--- config.mk ---
export PLATFORM = sky130hd
export DESIGN_NAME = dual_rail_receiver
export DESIGN_NICKNAME = d
export VERILOG_FILES = /design/src/rtl/dual_rail_receiver.sv
export SDC_FILE = /design/constraint.sdc
export NUM_CORES = 1
export LEC_CHECK = 0
export ABC_AREA = 1
export CAP_MARGIN = 20
export CORE_MARGIN = 2
export CORE_UTILIZATION = 54
export CTS_BUF_LIST = sky130_fd_sc_hd__clkbuf_16
export DETAILED_ROUTE_END_ITERATION = 12
export GPL_TIMING_DRIVEN = 0
export PLACE_DENSITY = 0.82
export SLEW_MARGIN = 10
export SYNTH_ARGS = -nofsm -noshare
export SYNTH_HDL_FRONTEND = slang
export SYNTH_SLANG_ARGS = --single-unit
--- constraint.sdc ---
create_clock -name clk -period 3.8 [get_ports clk]
set_clock_uncertainty 0.15 [all_clocks]
set_input_delay 1.14 -clock clk [delete_from_list [all_inputs] [get_ports clk]]
set_output_delay 1.14 -clock clk [all_outputs]
set_load 0.01 [all_outputs]
--- src/rtl/dual_rail_receiver.sv ---
// Dual-rail (1-of-2 per bit) 4-phase receiver for a 2-bit word {A,B} with a ready/valid output.
// Optional sequence checker enabled by defining DUAL_RAIL_SEQ_CHECK_EN.
module dual_rail_receiver (
  input  logic       clk,
  input  logic       rst,
  input  logic       a0,
  input  logic       a1,
  input  logic       b0,
  input  logic       b1,
  output logic       ack,
  output logic [1:0] out_data,
  output logic       out_valid,
  input  logic       out_ready,
  output logic [7:0] token_count,
  output logic       err_illegal,
  output logic       seq_err
);

  typedef enum logic [1:0] {
    WAIT_DATA = 2'd0,
    PRESENT   = 2'd1,
    ACK_HI    = 2'd2,
    ACK_LO    = 2'd3
  } state_t;

  state_t state, state_next;

  // Rail vectors are packed as {a1, a0, b1, b0}.
  logic [3:0] rails_meta;
  logic [3:0] rails_sync;
  logic [3:0] rails_prev;

  logic a_valid, b_valid, a_illegal, b_illegal;
  logic rails_null, word_stable, accept, capture;
  logic [1:0] word;

  // NOTE: synchronizer flops are reset so no stale codeword survives a reset;
  // all sequential state uses non-blocking assignments so every flop samples
  // the pre-edge value of its neighbours.
  always_ff @(posedge clk) begin
    if (rst) begin
      rails_meta <= 4'b0000;
      rails_sync <= 4'b0000;
      rails_prev <= 4'b0000;
    end else begin
      rails_meta <= {a1, a0, b1, b0};
      rails_sync <= rails_meta;
      rails_prev <= rails_sync;
    end
  end

  assign a_valid     = rails_sync[3] ^ rails_sync[2];
  assign b_valid     = rails_sync[1] ^ rails_sync[0];
  assign a_illegal   = rails_sync[3] & rails_sync[2];
  assign b_illegal   = rails_sync[1] & rails_sync[0];
  assign word        = {rails_sync[3], rails_sync[1]};
  assign rails_null  = (rails_sync == 4'b0000);

  // A word is only trusted once the same complete codeword is seen on two
  // consecutive synchronized samples; this filters skew between rails.
  assign word_stable = a_valid && b_valid && (rails_sync == rails_prev);

  assign out_valid   = (state == PRESENT);
  assign ack         = (state == ACK_HI);
  assign accept      = out_valid && out_ready;

  // NOTE: every output of this block gets a default first so no latch is inferred.
  always_comb begin
    state_next = state;
    capture    = 1'b0;
    case (state)
      WAIT_DATA: begin
        if (word_stable) begin
          capture    = 1'b1;
          state_next = PRESENT;
        end
      end
      PRESENT: begin
        if (accept) state_next = ACK_HI;
      end
      ACK_HI: begin
        if (rails_null) state_next = ACK_LO;
      end
      ACK_LO: begin
        state_next = WAIT_DATA;
      end
      default: state_next = WAIT_DATA;
    endcase
  end

  always_ff @(posedge clk) begin
    if (rst) begin
      state       <= WAIT_DATA;
      out_data    <= 2'b00;
      token_count <= 8'd0;
      err_illegal <= 1'b0;
    end else begin
      state <= state_next;
      if (capture) out_data <= word;
      if (accept) token_count <= token_count + 8'd1;
      if (a_illegal || b_illegal) err_illegal <= 1'b1;
    end
  end

`ifdef DUAL_RAIL_SEQ_CHECK_EN
  logic       have_prev;
  logic [1:0] prev_token;
  logic       seq_err_q;

  // Tokens are expected to count 0,1,2,3,0,...; the first one after reset
  // only seeds the reference.
  always_ff @(posedge clk) begin
    if (rst) begin
      have_prev  <= 1'b0;
      prev_token <= 2'b00;
      seq_err_q  <= 1'b0;
    end else if (accept) begin
      have_prev  <= 1'b1;
      prev_token <= out_data;
      if (have_prev && (out_data != prev_token + 2'd1)) seq_err_q <= 1'b1;
    end
  end

  assign seq_err = seq_err_q;
`else
  assign seq_err = 1'b0;
`endif

endmodule

After elaboration in Yosys (flattened, before gate mapping)
Index checks and enable logic that the tools add are counted.
Widths: inputs -> output; s select.
{ "word_totals": {"rom_bits": 0, "output_inout_bits": 14, "mem_count": 0, "in_bits": 7, "reg_bits": 25, "latchBits": 0, "wordCells": 32, "ram_bits": 0} }
{ "op_classes": {"muxes": 6, "n_eq_ne": 7, "bitwise": 4, "shifts": 0, "order_cmp": 0, "n_addsub": 1, "div_mod_pow": 0, "n_reduce_logical": 7, "mul": 0} }
{ "op_table": {"columns": ["operator", "n"], "rows": [
  ["$add 8x1->8 const B", 1],
  ["$pmux 2 s4", 1],
  ["$mux 2", 3],
  ["$eq 2x2->1 const B", 2],
  ["$eq 4x4->1", 1],
  ["$logic_not 4->1", 1],
  ["$ne 2x1->1 const B", 2],
  ["$logic_and 1x1->1", 3],
  ["$reduce_and 3->1", 1],
  ["$and 1x1->1", 2],
  ["$eq 2x1->1 const B", 1],
  ["$logic_not 2->1", 1],
  ["$mux 1", 2],
  ["$ne 2x2->1 const B", 1],
  ["$xor 1x1->1", 2],
  ["$logic_or 1x1->1", 1]
]} }

Depth between registers and ports, before layout
Gate-level depths: netlist of the first run.
{ "depth": {"depth_word": 5, "ltp_mapped": 11, "mapped_depth_nobuf": 11} }

Worst setup path before layout of the first run
Ideal clock, no wire load.
{ "synth_timing": {"path_type": "input to register", "startpoint": "in out_ready", "endpoint": "reg token_count[5]", "t_arrival_ps": 1747, "setup_time_ps": 117, "stages": 9, "required_time_ps": 3533, "slack_ps": 1786, "n_path_buf": 0, "path_cell_list": "nand2_2 > inv_2 > nand2_1 > nor2_1 > nand2_1 > inv_1 > nand3_1 > nand2_1 > nor2_1"} }
{ "synth_between": {"elab_chain_len": 1} }
{ "synth_lines": {"columns": ["element", "line_no", "text"], "rows": [
  ["from (decl)", "13", "input logic out_ready,"],
  ["$logic_and 1x1->1", "65", "assign accept = out_valid && out_ready;"],
  ["to (signal assigned)", "100", "if (accept) token_count <= token_count + 8'd1;"],
  ["to (decl)", "14", "output logic [7:0] token_count,"]
]} }
Every way passes these cells.
A chain may end at the register's enable or synchronous reset.

Worst setup path in the final report of the first run
{ "layout_timing": {"startpoint": "reg state[1]", "endpoint": "out out_valid"} }
{ "layout_between": {"elab_chain_len": 1} }
{ "layout_lines": {"columns": ["element", "line_no", "text"], "rows": [
  ["from (decl)", "26", "state_t state, state_next;"],
  ["from (signal assigned)", "98", "state <= state_next;"],
  ["$eq 2x1->1", "63", "assign out_valid = (state == PRESENT);"],
  ["to (decl)", "12", "output logic out_valid,"]
]} }
Every way passes these cells.

==> qor.yml, run 1 <==
grt_pass1_wl_um: 4050
seqPwrFrac_pct: 44.5
clock.fmax_mhz: 367
intPower_mw: 0.483
synthToLayoutAreaGrowth_pct: 25.6
min_path_type: "flop to flop"
finalCritPeriodShare_pct: 71.7
clk_latency_ns: 0.25
grt_pass1_vias: 1007
cts_hold_buffers: 0
via_per_inst: 4.80
ys_seq_area_share_pct: 43.8
synth_nets: 173
rows: 16
ctsResizeCount: 0
yosysWarnings: 0
async_flop_share_pct: 0
fill_cells: 150
outcome: "finished, final reports clean"
first_pass_iters: 4
maxCapViolCount: 0
critPathLaunchType: "flop"
critPathRequiredTime_ns: 2.51
cp-end-kind: "output pin"
first_iter_violations: 5
antenna_cells: 0
clkTransAtPathRegs_ns: 0.06
root_buffer: "clkbuf_16"
synth_area_leaders: "dfxtp_1 44%, nand2_1 11%, ha_1 9.8%"
grt_use_total_pct: 20.8
die_x_um: 50.0
coreArea_um2: 1980
cts_sinks: 25
antenna_found_initial: 0
finalHoldViolCount: 0
finalSetupTns_ns: 0
dp_hpwl_um: 1610
dp_cells: 202
dominantRegCellSynth: "dfxtp_1"
combPwrFrac_pct: 21.6
layout-drive-gt1-share_pct: 8.38
setup_viol: 0
p_clk_share_pct: 33.9
fin_nets: 196
cts_setup_buffers: 0
yosys.area.top_type_share_pct: 43.8
clock_path_buffers: 2
die_area_um2: 2500
maxSlewViolCount: 0
ys_types: 21
drt_wl_total_um: 2220
die_h_um: 50.0
yosysTopAreaCell: "dfxtp_1"
peakVddDrop_v: 0.000320
synth_area_um2: 1140
grt_setup_unrepaired: "no"
overflow: 0
initial_utilization_pct: 57.7
arrival_ns: 1.43
criticalPathCategory: "flop to output pin"
port_buffers: 18
powerDensity_nw_per_um2: 459
drc: 0
p_switching_mw: 0.176
syn_area_per_cell_um2: 7.28
p_leak_nw: 0.651
syn_inst: 157
grt_start_max_net_pins: 14
ys_ff_latch: 25
holdWs_ns: 0.255
wl_per_cell_um: 10.8
vias: 989
routabilityCongestion: 0.805
cts_tree: "done"
cts_inserted_buffers: 3
min_period_ns: 2.72
io_pins: 21
power_mw: 0.659
instances_no_fill: 206
synth-edff-count: 0
p_sw_share_pct: 26.8
cp_max_fo: 3
cts-htree-levels: 1
postRouteAntennaNets: 0
flip-flops by register name (all words and copies together) (netlist names):
register     flops
rails_sync       4
out_data         2
err_illegal      1
state            2
rails_meta       4
rails_prev       4
token_count      8
layer usage:
layer | vias to the layer above | track usage [%] | wire length, um
li1 | 511 | - | -
met1 | 455 | 22.8 | 946
met2 | 19 | 39.7 | 1180
met3 | 4 | 3.33 | 65
met4 | 0 | 6.94 | 27
met5 | - | 0 | 0
area by class of cell:
type | instances | area [um^2] | area share (%)
plain buffers | 3 | 16.3 | 1.13
clock buffers | 3 | 75.1 | 5.23
clock inverters | 1 | 3.75 | 0.261
inverters | 30 | 113 | 7.84
multi-input cells | 99 | 514 | 35.8
flip-flops and latches | 25 | 500 | 34.8
well taps | 27 | 33.8 | 2.35
repair buffers | 18 | 180 | 12.5
path summary, 6_finish.rpt:
kind                            cells past startpoint           from              to  slack (ns)
worst min-delay path                                2  rails_meta[1]   rails_sync[1]        0.26
worst max-delay path                                3       state[1]       out_valid        1.08
worst max register to register                     11       state[1]  token_count[5]        2.08
worst min register to register                      2  rails_meta[1]   rails_sync[1]        0.26
power by group through the flow:
stage / sequential, mW / combinational (mW) / clock, mW
after CTS: 0.294 / 0.144 / 0.228
final: 0.294 / 0.142 / 0.223
after global routing: 0.297 / 0.163 / 0.237
after global placement: 0.297 / 0.135 / 0
after floorplan: 0.298 / 0.0940 / 0
after detailed placement: 0.299 / 0.143 / 0
cells by family after synthesis:
family                     share of synthesized area (%)
and+or+nand+nor                                     29.1
buffers and inverters                               11.3
adders and majority gates                           9.85
AOI/OAI and AO/OA                                   5.69
DFF                                                 43.8
other                                              0.328
layout by cell type (no fill, tap or decap), types with 2 or more instances in the layout:
cell type / netlist / final
nand3_1: 3 / 3
nor2_1: 27 / 27
inv_2: 2 / 2
dfxtp_1: 25 / 25
nand2_2: 3 / 3
nor2_2: 3 / 3
a21oi_1: 8 / 8
clkbuf_16: 0 / 3
ha_1: 9 / 9
o21ai_0: 4 / 4
nor3_1: 3 / 3
inv_1: 28 / 29
nand2_1: 33 / 33
clkdlybuf4s50_1: 0 / 18
synth_stat cells, types with 2 or more instances:
cell	number
nand2_1	33
inv_1	28
nor2_1	27
dfxtp_1	25
ha_1	9
a21oi_1	8
o21ai_0	4
nand2_2	3
nand3_1	3
nor2_2	3
nor3_1	3
inv_2	2
worst max-delay path: stages, from the launching register on:
cell,delay (ns)
dfxtp_1,0.32
inv_1,0.10
ha_1,0.21
clkdlybuf4s50_1,0.55
through the flow:
| stage | setup slack [ns] | instance area, um^2 | util [%] |
|---|---|---|---|
| floorplan | 1.79 | 1140 | - |
| global placement | 1.17 | 1360 | 68.5 |
| detailed placement | 1.11 | 1360 | 68.5 |
| CTS | 1.06 | 1440 | 72.5 |
| global route | 1.00 | 1440 | 72.5 |
| finish | 1.08 | 1440 | 72.5 |
(Power assumes the default switching activity.)
==> run 2: changes to the inputs <==
Settings changed: CORE_UTILIZATION 54 to 45, PLACE_DENSITY 0.82 to 0.73.
Clock period 3.8 ns to 2.5 ns, I/O delays scaled along.
==> run 2 against run 1 <==
  * Hold slack worse by 0.0016 ns
  * Combinational power up 49%
  * Via count down 6.6%
  * Critical path depth unchanged
  * Count of clock-buffer cells in the layout unchanged
  * First-iteration DRC count rose to 3.0 times the previous value
  * Highest routed layer unchanged
==> qor.yml, run 2 (synthesis gave the netlist of run 1 again) <==
p_leak_nw: 0.651  # unchanged
grt_start_max_net_pins: 14  # unchanged
clock_path_buffers: 2  # unchanged
final_area_um2: 1440  # about the same
die_x_um: 54.4  # was 50.0 um
setup_viol: 0  # unchanged
dp_hpwl_um: 1550  # was 1610 um
largest_reg_flops: 8  # unchanged
ff2ff_path_depth: 9  # was 11
antenna_found_initial: 0  # unchanged
wl_per_cell_um: 9.76  # was 10.8 um
io_pins: 21  # unchanged
overflow: 0  # unchanged
ctsResizeCount: 0  # unchanged
layout-drive-gt1-share_pct: 8.38  # unchanged
min_period_ns: 2.36
coreArea_um2: 2430  # was 1980 um^2
final_cell_mix: "33 x nand2_1, 29 x inv_1, 27 x nor2_1"  # unchanged
root_buffer: "clkbuf_16"  # unchanged
finalHoldViolCount: 0  # unchanged
cts_hold_buffers: 0  # unchanged
finalCritPeriodShare_pct: 94.4
critPathLaunchType: "flop"  # unchanged
cts_setup_buffers: 0  # unchanged
dpl_cell_area_um2: 1360  # about the same
criticalPathCategory: "flop to output pin"  # unchanged
cts_inserted_buffers: 3  # unchanged
initial_utilization_pct: 47.0  # was 57.7%
clk_latency_ns: 0.26  # was 0.25 ns
rows: 18  # was 16
die_area_um2: 2960  # was 2500 um^2
cp_max_fo: 3  # unchanged
postRouteAntennaNets: 0  # unchanged
grt_use_total_pct: 17.5  # was 20.8%
fill_cells: 235  # was 150
grt_pass1_vias: 882  # was 1007
cp-end-kind: "output pin"  # unchanged
final_common_cell: "nand2_1"  # unchanged
grt_pass1_wl_um: 3600  # was 4050 um
via_per_inst: 4.42  # was 4.80
final_util_pct: 59.2  # was 72.5%
drt_wl_total_um: 2040  # was 2220 um
antenna_cells: 0  # unchanged
vias: 924  # was 989
reg2reg_slack_ns: 0.81  # was 2.08 ns
cts_tree: "done"  # unchanged
peakVddDrop_v: 0.000474  # was 0.000320 V
port_buffers: 18  # unchanged
arrival_ns: 1.46  # was 1.43 ns
critPathRequiredTime_ns: 1.60  # was 2.51 ns
die_h_um: 54.4  # was 50.0 um
maxCapViolCount: 0  # unchanged
powerDensity_nw_per_um2: 698  # was 459 nW/um^2
grt_setup_unrepaired: "no"  # unchanged
first_iter_violations: 15  # was 5
cts_sinks: 25  # unchanged
outcome: "finished, final reports clean"  # unchanged
cts-htree-levels: 1  # unchanged
clock.fmax_mhz: 424
finalSetupTns_ns: 0  # unchanged
min_path_type: "flop to flop"  # unchanged
max_flop_register: "token_count"  # unchanged
hold_depth: 2  # unchanged
maxSlewViolCount: 0  # unchanged
fin_nets: 196  # unchanged
synthToLayoutAreaGrowth_pct: 25.9  # was 25.6%
first_pass_iters: 4  # unchanged
clkTransAtPathRegs_ns: 0.06  # about the same
routabilityCongestion: 0.808  # was 0.805
drc: 0  # unchanged
holdWs_ns: 0.254  # was 0.255 ns
run 2: worst max-delay path, stage by stage, from the launching register on:
cell and delay, ns:
dfxtp_1 0.33, inv_1 0.11, ha_1 0.21, clkdlybuf4s50_1 0.55
run 2: worst paths after layout:
kind	startpoint	to
hold reg to reg	rails_meta[3]	rails_sync[3]
hold / removal	rails_meta[3]	rails_sync[3]
setup / recovery	state[1]	out_valid
setup reg to reg	rails_sync[1]	state[0]
run 2: metal layers:
metal / vias up / GRT usage [%] / part of all wire [%]
met5: - / 0 / 0
met4: 0 / 11.3 / 2.6
met3: 5 / 4.10 / 2.4
met2: 11 / 28.7 / 46
met1: 397 / 20.4 / 49
li1: 511 / - / -
run 2: cell type report:
class / count / area, um^2 / area share (%)
multi-input cells: 99 / 514 / 35.7
well taps: 30 / 37.5 / 2.61
plain buffers: 3 / 16.3 / 1.13
repair buffers: 18 / 180 / 12.5
inverters: 30 / 113 / 7.82
clock inverters: 1 / 3.75 / 0.261
flip-flops and latches: 25 / 500 / 34.8
clock buffers: 3 / 75.1 / 5.21
run 2: report_power, final:
| group | switching [mW] | internal, mW |
|---|---|---|
| clock network | 0.134 | 0.214 |
| logic | 0.116 | 0.0952 |
| registers | 0.0210 | 0.425 |
| total | 0.272 | 0.734 |
run 2: per-stage QoR:
step	instances	setup slack, ns	power [mW]
after global routing	209	0.0657	1.06
final	209	0.140	1.01
after detailed placement	205	0.223	0.668
after floorplan	157	0.876	0.596
after CTS	209	0.117	1.02
after global placement	205	0.242	0.660
==> run 3: changes to the inputs <==
==> constraint.sdc (replaced) <==
create_clock -name clk -period 2.5 [get_ports clk]
set_clock_uncertainty 0.15 [all_clocks]
set_input_delay 0.25 -clock clk [delete_from_list [all_inputs] [get_ports clk]]
set_output_delay 0.25 -clock clk [all_outputs]
set_load 0.01 [all_outputs]
==> results of run 3 <==
The final DEF is identical to that of run 2. Status: finished, final reports clean.
Main changes from that run: setup slack after placement 0.223 ns -> 0.723 ns; setup slack after layout 0.140 ns -> 0.640 ns; hold slack 0.254 ns -> 0.154 ns; end point of the worst hold path rails_sync[3] -> rails_prev[0]
